$ cat src/rtl/alu_pkg.sv
// Common decoded ALU function encoding shared by the execute stage units.
package alu_pkg;

    typedef enum logic [3:0] {
        ALU_ADD,
        ALU_SUB,
        ALU_AND,
        ALU_OR,
        ALU_XOR,
        ALU_SLL,
        ALU_SRL,
        ALU_SRA,
        ALU_SLT,
        ALU_SLTU,
        ALU_MULT,
        ALU_DIV,
        ALU_DIVU,
        ALU_REM,
        ALU_REMU
    } alufunc_t;

endpackage

$ cat src/rtl/muldiv_unit.sv
// Iterative RV64M multiply/divide unit: radix-2 shift-add multiply, restoring divide,
// one bit per cycle, with single-cycle fast paths for divide-by-zero, overflow and unsupported ops.
module muldiv_unit
    import alu_pkg::*;
#(
    parameter int XLEN = 64,
    parameter int WLEN = 32
) (
    input  logic            clk,
    input  logic            reset,
    input  logic            in_valid,
    output logic            in_ready,
    input  alufunc_t        in_func,
    input  logic            in_word,
    input  logic [XLEN-1:0] in_a,
    input  logic [XLEN-1:0] in_b,
    input  logic            flush,
    output logic            out_valid,
    input  logic            out_ready,
    output logic [XLEN-1:0] out_result
);

    // Handshake: a request transfers on a cycle with in_valid && in_ready; a result
    // transfers on a cycle with out_valid && out_ready. flush overrides both.

    localparam int CW = $clog2(XLEN + 1);
    localparam logic [XLEN-1:0] MIN_X = {1'b1, {(XLEN-1){1'b0}}};
    localparam logic [XLEN-1:0] MIN_W = {{(XLEN-WLEN+1){1'b1}}, {(WLEN-1){1'b0}}};

    typedef enum logic [1:0] {IDLE, BUSY, DONE} state_t;

    state_t          state, state_nx;
    logic [CW-1:0]   count;
    logic [XLEN-1:0] acc, opa, opb, result;
    logic            word_q, mul_q, rem_q, negq_q, negr_q;

    logic            accept, is_mul, is_signed, is_rem, is_divop, supported;
    logic            div_zero, ovf, fast;
    logic [XLEN-1:0] a_p, b_p, a_mag, b_mag, fast_res;
    logic [XLEN:0]   rs, diff;
    logic            ge;
    logic [XLEN-1:0] acc_nx, opa_nx, opb_nx, raw, final_res;

    function automatic logic [XLEN-1:0] wfix(input logic w, input logic [XLEN-1:0] v);
        return w ? {{(XLEN-WLEN){v[WLEN-1]}}, v[WLEN-1:0]} : v;
    endfunction

    always_comb begin
        is_mul    = (in_func == ALU_MULT);
        is_signed = (in_func == ALU_DIV) || (in_func == ALU_REM);
        is_rem    = (in_func == ALU_REM) || (in_func == ALU_REMU);
        is_divop  = is_signed || (in_func == ALU_DIVU) || (in_func == ALU_REMU);
        supported = is_mul || is_divop;
        a_p = in_a;
        b_p = in_b;
        if (in_word) begin
            a_p = is_signed ? wfix(1'b1, in_a) : {{(XLEN-WLEN){1'b0}}, in_a[WLEN-1:0]};
            b_p = is_signed ? wfix(1'b1, in_b) : {{(XLEN-WLEN){1'b0}}, in_b[WLEN-1:0]};
        end
        a_mag    = (is_signed && a_p[XLEN-1]) ? -a_p : a_p;
        b_mag    = (is_signed && b_p[XLEN-1]) ? -b_p : b_p;
        div_zero = is_divop && (b_p == '0);
        ovf      = is_signed && (a_p == (in_word ? MIN_W : MIN_X)) && (b_p == '1);
        fast     = !supported || div_zero || ovf;
        fast_res = '0;
        if (div_zero)
            fast_res = wfix(in_word, is_rem ? a_p : '1);
        else if (ovf)
            fast_res = is_rem ? '0 : wfix(in_word, a_p);
    end

    // One iteration step; for divide, opa holds the dividend shifting out and the quotient shifting in.
    always_comb begin
        rs   = {acc, opa[XLEN-1]};
        diff = rs - {1'b0, opb};
        ge   = !diff[XLEN];
        if (mul_q) begin
            acc_nx = acc + (opb[0] ? opa : '0);
            opa_nx = opa << 1;
            opb_nx = opb >> 1;
            raw    = acc_nx;
        end else begin
            acc_nx = ge ? diff[XLEN-1:0] : rs[XLEN-1:0];
            opa_nx = {opa[XLEN-2:0], ge};
            opb_nx = opb;
            if (rem_q)
                raw = negr_q ? -acc_nx : acc_nx;
            else
                raw = negq_q ? -opa_nx : opa_nx;
        end
        final_res = wfix(word_q, raw);
    end

    always_ff @(posedge clk) begin
        if (reset)
            state <= IDLE;
        else
            state <= state_nx;
    end

    always_comb begin
        state_nx  = state;
        in_ready  = (state == IDLE) && !flush;
        out_valid = (state == DONE);
        accept    = in_valid && in_ready;
        if (flush) begin
            state_nx = IDLE;
        end else begin
            case (state)
                IDLE: if (accept) state_nx = fast ? DONE : BUSY;
                BUSY: if (count == CW'(1)) state_nx = DONE;
                DONE: if (out_ready) state_nx = IDLE;
                default: state_nx = IDLE;
            endcase
        end
    end

    always_ff @(posedge clk) begin
        if (reset || flush) begin
            count  <= '0;
            acc    <= '0;
            opa    <= '0;
            opb    <= '0;
            result <= '0;
            word_q <= 1'b0;
            mul_q  <= 1'b0;
            rem_q  <= 1'b0;
            negq_q <= 1'b0;
            negr_q <= 1'b0;
        end else if (accept) begin
            count  <= fast ? '0 : (in_word ? CW'(WLEN) : CW'(XLEN));
            acc    <= '0;
            opa    <= is_mul ? a_p : (in_word ? (a_mag << WLEN) : a_mag);
            opb    <= is_mul ? b_p : b_mag;
            result <= fast_res;
            word_q <= in_word;
            mul_q  <= is_mul;
            rem_q  <= is_rem;
            negq_q <= is_signed && (a_p[XLEN-1] ^ b_p[XLEN-1]);
            negr_q <= is_signed && a_p[XLEN-1];
        end else if (state == BUSY) begin
            count <= count - CW'(1);
            acc   <= acc_nx;
            opa   <= opa_nx;
            opb   <= opb_nx;
            if (count == CW'(1))
                result <= final_res;
        end
    end

    assign out_result = result;

endmodule

$ cat config.mk
export PLATFORM = sky130hd
export DESIGN_NAME = muldiv_unit
export DESIGN_NICKNAME = d
export VERILOG_FILES = /design/src/rtl/alu_pkg.sv /design/src/rtl/muldiv_unit.sv
export SDC_FILE = /design/constraint.sdc
export NUM_CORES = 2
export LEC_CHECK = 0
export ABC_CLOCK_PERIOD_IN_PS = 6400
export CORE_MARGIN = 4
export CORE_UTILIZATION = 30
export CTS_CLUSTER_DIAMETER = 60
export DETAILED_ROUTE_END_ITERATION = 12
export SYNTH_ARGS = -nofsm -noshare
export SYNTH_HDL_FRONTEND = slang
export SYNTH_SLANG_ARGS = --single-unit
export TNS_END_PERCENT = 10
$ cat constraint.sdc
create_clock -name clk -period 6.4 [get_ports clk]
set_input_delay 0.64 -clock clk [delete_from_list [all_inputs] [get_ports clk]]
set_output_delay 0.64 -clock clk [all_outputs]
set_load 0.005 [all_outputs]
# After elaboration in Yosys (flattened, before gate mapping)
# Index checks and enable logic that the tools add are counted.
# totals
in_bits,138
out_inout_bits,66
register_bits,270
# classes
n_reduce_logical,29
bitwise,1
add_sub_neg,7
n_mux,42
n_eq_ne,13
# ops
op,n
64-bit two-way mux,31
64-bit negation,4
65-bit by 64-bit subtractor with 65-bit output,1
64-bit adder,1
64-bit == test,1
64-bit == test (second input constant),1
64-bit logical NOT,1
63-bit two-way mux,1
7-bit two-way mux,4
4-bit == test (second input constant),5
1-bit logical AND,8
1-bit logical OR,8
2-bit two-way mux,4
7-bit by 1-bit == test with 1-bit output (second input constant),1
7-bit by 1-bit subtractor with 7-bit output (second input constant),1
2-bit one-hot mux with 3 select lines,1
2-bit nonzero test,3
2-bit inequality test (second input constant),2
2-bit AND reduction,2
2-bit OR reduction,2
1-bit logical NOT,3
3-bit AND reduction,1
2-bit by 1-bit == test with 1-bit output (second input constant),1
2-bit == test (second input constant),1
other kinds (4),4

# Depth between registers and ports, before layout
# logic_depth
depth_word,11
mapped_depth,30

# Worst setup path after synthesis
# OpenSTA, ideal clock, no wires.
# synth_path
kind,reg2reg
startpoint,register opb[7]
endpoint,register result[58] (netlist: out_result[58])
t_arrival_ns,6.309
n_path_buf,6
required_ns,6.281
setup_ns,0.119
stages_incl_launch_ff,30
slack_ns,-0.027
path_cell_list,dfxtp_1 -> inv_1 -> ha_1 -> buf_2 -> a21o_1 -> or3_1 -> o211ai_2 -> nand3_2 -> o211a_2 -> nor3_4 -> nor2_4 -> inv_2 -> buf_2 -> buf_2 -> clkbuf_1 -> clkbuf_1 -> ha_1 -> nand4_1 -> or3b_2 -> clkbuf_1 -> or2_2 -> nand2b_1 -> o41a_1 -> a21oi_1 -> nand2_1 -> xnor2_1 -> nor2_1 -> a211oi_1 -> a31oi_1 -> o221a_1
# synth_via
elab_chain_cells,10
elab_cells_between_ends,13
classes_between,add/sub: 3; mux: 9; reduce/logical: 1
# synth_rtl
item,line,rtl
start: declaration,muldiv_unit.sv:34,"logic [XLEN-1:0] acc, opa, opb, result;"
start signal: assignment,muldiv_unit.sv:134,opb <= is_mul ? b_p : b_mag;
start signal: assignment,muldiv_unit.sv:145,opb <= opb_nx;
65-bit by 64-bit subtractor with 65-bit output *,muldiv_unit.sv:75,"diff = rs - {1'b0, opb};"
64-bit two-way mux / 1-bit logical NOT (equally long branches),"muldiv_unit.sv:83, muldiv_unit.sv:76",
64-bit negation (on tied branches),"muldiv_unit.sv:87, muldiv_unit.sv:89",
64-bit two-way mux (on tied branches),"muldiv_unit.sv:87, muldiv_unit.sv:89",
64-bit two-way mux *,muldiv_unit.sv:86,if (rem_q)
64-bit two-way mux *,muldiv_unit.sv:77,if (mul_q) begin
64-bit two-way mux *,muldiv_unit.sv:45,"return w ? {{(XLEN-WLEN){v[WLEN-1]}}, v[WLEN-1:0]} : v;"
64-bit two-way mux *,muldiv_unit.sv:146,if (count == CW'(1))
64-bit two-way mux *,muldiv_unit.sv:141,end else if (state == BUSY) begin
64-bit two-way mux *,muldiv_unit.sv:130,end else if (accept) begin
end signal: assignment,muldiv_unit.sv:135,result <= fast_res;
end signal: assignment,muldiv_unit.sv:147,result <= final_res;
end: declaration,muldiv_unit.sv:34,
# Mark *: on every way between the ends. The rest lies on a longest branch, timed or not. The select of a mux whose other input is x is not followed.
# A chain may end at the register's enable or synchronous reset.

# Worst setup path in the final report
# layout_path
startpoint,register acc[41]
endpoint,register result[56] (netlist: out_result[56])
# layout_via
elab_chain_cells,10
elab_cells_between_ends,14
classes_between,add/sub: 4; mux: 9; reduce/logical: 1
# layout_rtl
item,line,rtl
start: declaration,muldiv_unit.sv:34,
start signal: assignment,muldiv_unit.sv:143,acc <= acc_nx;
65-bit by 64-bit subtractor with 65-bit output,muldiv_unit.sv:75,
64-bit two-way mux / 1-bit logical NOT (equally long branches),"muldiv_unit.sv:83, muldiv_unit.sv:76",
64-bit negation (on tied branches),"muldiv_unit.sv:87, muldiv_unit.sv:89",
64-bit two-way mux (on tied branches),"muldiv_unit.sv:87, muldiv_unit.sv:89",
64-bit two-way mux,muldiv_unit.sv:86,
64-bit two-way mux *,muldiv_unit.sv:77,
64-bit two-way mux *,muldiv_unit.sv:45,
64-bit two-way mux *,muldiv_unit.sv:146,
64-bit two-way mux *,muldiv_unit.sv:141,
64-bit two-way mux *,muldiv_unit.sv:130,
# Marked as above.

==> results.ini <==
[finish]
drive_gt1_share_pct = 7.45
nets = 4863
mostFrequentLayoutCells = 480 x nor2_1, 464 x nand2_1, 433 x a21oi_1
final_common_cell = nor2_1
area_delta_synth_final_pct = 16.6
layoutNonFillerInstCount = 5988

[synth]
synth-compound-area-share_pct = 35.1
ys_seq_area_share_pct = 17.5
synth-seq-cells = 270
synthCells = 4527
netlist_area_um2 = 30900
synth_xor_area_share_pct = 8.12
synth-edff-count = 0
synth_top_family_by_area = compound AO/OA/AOI/OAI gates
yosys.area_share.adder_pct = 5.60
async_reset_ff_share_pct = 0
synth_mux_area_share_pct = 2.26
avgSynthCellArea_um2 = 6.81
syn_nets = 4802
yosys_most_used_dff = dfxtp_1
synth_warnings = 0
synthSimpleGateAreaFrac_pct = 25.5
synthDistinctLibCells = 104

[timing]
timing.slew.headroom_pct = 15.7
setup_viol = 0
skew_ns = 0.0334
final_hold_viol_count = 0
fin_crit_sh_pct = 95.2
fmax_ghz = 0.164
tightest_slew_ns = 1.25
tns_ns = 0
drv_slew = 0
period_minus_slack_ns = 6.09
rsz0062_at_grt = yes

[power_and_ir_drop]
p_leak_nw = 13.5
peakVddDrop_mv = 0.172
power.density_nw_per_um2 = 193

[detailed_routing]
drt_first_pass_iters = 7
vias = 38000
routed_via_density = 6.35
drt_wl_total_mm = 167
wl_per_cell_um = 27.9
drcViolationCount = 0
postRouteAntennaNets = 0
first_iter_violations = 5474

[hold_path]
hold_path.class = register to register
min_from = opb[54]
hold_path_end = opb[54]
whs_path_depth = 2

[clock_tree]
cts_made_buffers = 41
htreeDepth = 2
clk_latency_ns = 0.61
cts_num_sinks = 270
clockBufferDepth = 3
cts_tree = built
cts_root_buf = clkbuf_16
path_clk_slew_ns = 0.06

[global_route]
first_global_vias = 34700
track_usage_pct = 29.2
grt_pass1_wl_mm = 239
grt-ovfl-total = 0
antenna_found_initial = 7
grt_max_degree = 166

[floorplanning]
rows = 117
fp.coreArea_um2 = 102000
start_util_pct = 30.3
chipWidth_um = 329
dieHeight_um = 329
pin_count = 204
die_area_um2 = 108000

[placed_design]
place_congestion = 1.02
port_buffers = 203
hpwlAfterDp_mm = 131
place_inst = 5912

[run]
drv_cap = 0

[worst_setup_path]
reg2reg_slack_ns = 0.31
required_ns = 6.89
rr_worst_depth = 25
slowest_delay_ns = 0.67
r2r_start = acc[41]
arrival_ns = 6.58
crit-reg2reg-capture = out_result[56]
slowest_stage = or4b_2
crit_buf_inv = 4
critPathMaxFanout = 8
crit_family = compound AO/OA/AOI/OAI gates
end_kind = register
start_kind = register
path_class = register to register

[run_status]
outcome = complete, no violations

worst min-delay path: stages, from the launching register on:
cell	delay (ns)
dfxtp_1	0.31
nand2_1	0.05
a21oi_1	0.05
cells in the mapped netlist (all sizes together), types with 16 or more instances:
cell type,instances,area [um2]
a31oi,78,494
nor2b,24,150
and3,32,200
a21oi,436,2190
a22oi,16,120
a221oi,26,228
ha,135,1690
o211ai,88,671
o21ai,386,1930
o22ai,21,131
o211a,16,160
o21a,36,278
or4,38,297
dfxtp,270,5410
nor3,129,672
a311oi,52,455
or3,55,344
o31ai,59,467
nor2,485,1830
a211o,19,166
nand3,70,355
nand4,83,519
a21o,69,518
clkbuf,290,1090
a211oi,138,1040
o41ai,31,287
or2,35,219
a21boi,18,135
xnor2,148,1300
mux2i,58,581
nor4,48,300
o221a,18,203
o21bai,19,143
nand2,466,1750
and2,86,538
nand2b,33,206
inv,134,503
buf,43,206
xor2,138,1210
o221ai,17,149
metal layers:
layer | vias up | wire length (um) | global-route usage [%] | share of wire, %
li1 | 17000 | - | - | -
met1 | 18000 | 65700 | 37.4 | 39
met2 | 2414 | 71900 | 45.8 | 43
met3 | 576 | 17100 | 5.37 | 10
met4 | 2 | 12200 | 17.2 | 7.3
met5 | - | 13 | 0 | 0.0078
registers in the layout, summed over array words and instances, names as in the netlist, 2 cells and up:
| name | count |
|---|---|
| opa | 64 |
| count | 7 |
| state | 2 |
| opb | 64 |
| out_result | 64 |
| acc | 64 |
what timing repair did:
item	in CTS	in global routing
setup endpoints to repair	0	18
setup buffers	0	0
hold buffers	0	0
gates resized for setup	0	8
cells by family (layout without fill, tap and decap cells):
kind of cell / count (synthesis) / after routing
fa+ha+maj: 137 / 137
xor+xnor: 286 / 286
mux: 68 / 68
compound gates: 1657 / 1657
buf+inv: 470 / 562
flops: 270 / 270
other cells: 0 / 1
simple gates: 1639 / 1639
power breakdown:
part | leakage (nW) | switching (W) | total [W] | internal (W)
Combinational | 10.6 | 0.00188 | 0.00272 | 0.000841
Sequential | 2.19 | 0.0000623 | 0.00178 | 0.00172
Clock | 0.674 | 0.000995 | 0.00244 | 0.00144
through the flow:
stage / cell area [um2] / utilization, % / hold WS (ns) / power (W) / setup slack, ns
2_1_floorplan: 30900 / - / 0.432 / 0.00334 / 0.0741
3_3_place_gp: 34500 / 33.9 / 0.447 / 0.00441 / 0.411
3_5_place_dp: 34500 / 33.9 / 0.460 / 0.00441 / 0.304
4_1_cts: 35900 / 35.3 / 0.467 / 0.00684 / 0.253
5_1_grt: 36000 / 35.3 / 0.499 / 0.00711 / -0.0175
6_report: 36000 / 35.3 / 0.463 / 0.00694 / 0.308
worst max-delay path by stage:
stage	slack, ns	endpoint	cells after the start	from
after floorplan	0.07	out_result[58]	29	opb[7]
after global placement	0.41	out_result[58]	23	opb[45]
after detailed placement	0.30	out_result[56]	26	opb[45]
final	0.31	out_result[56]	25	acc[41]
after CTS	0.25	out_result[58]	26	opb[51]
after global routing	-0.02	out_result[56]	26	opb[7]
layout make-up:
cell class              count  area [um2]
inverters                 137         514
diodes                      1        2.50
clock inverters            22         298
multi-input cells        3787       23800
clock buffers              52        1110
well taps                1368        1710
flip-flops and latches    270        5410
fillers                 11100       65900
repair buffers            351        3170
(Power assumes the default switching activity.)
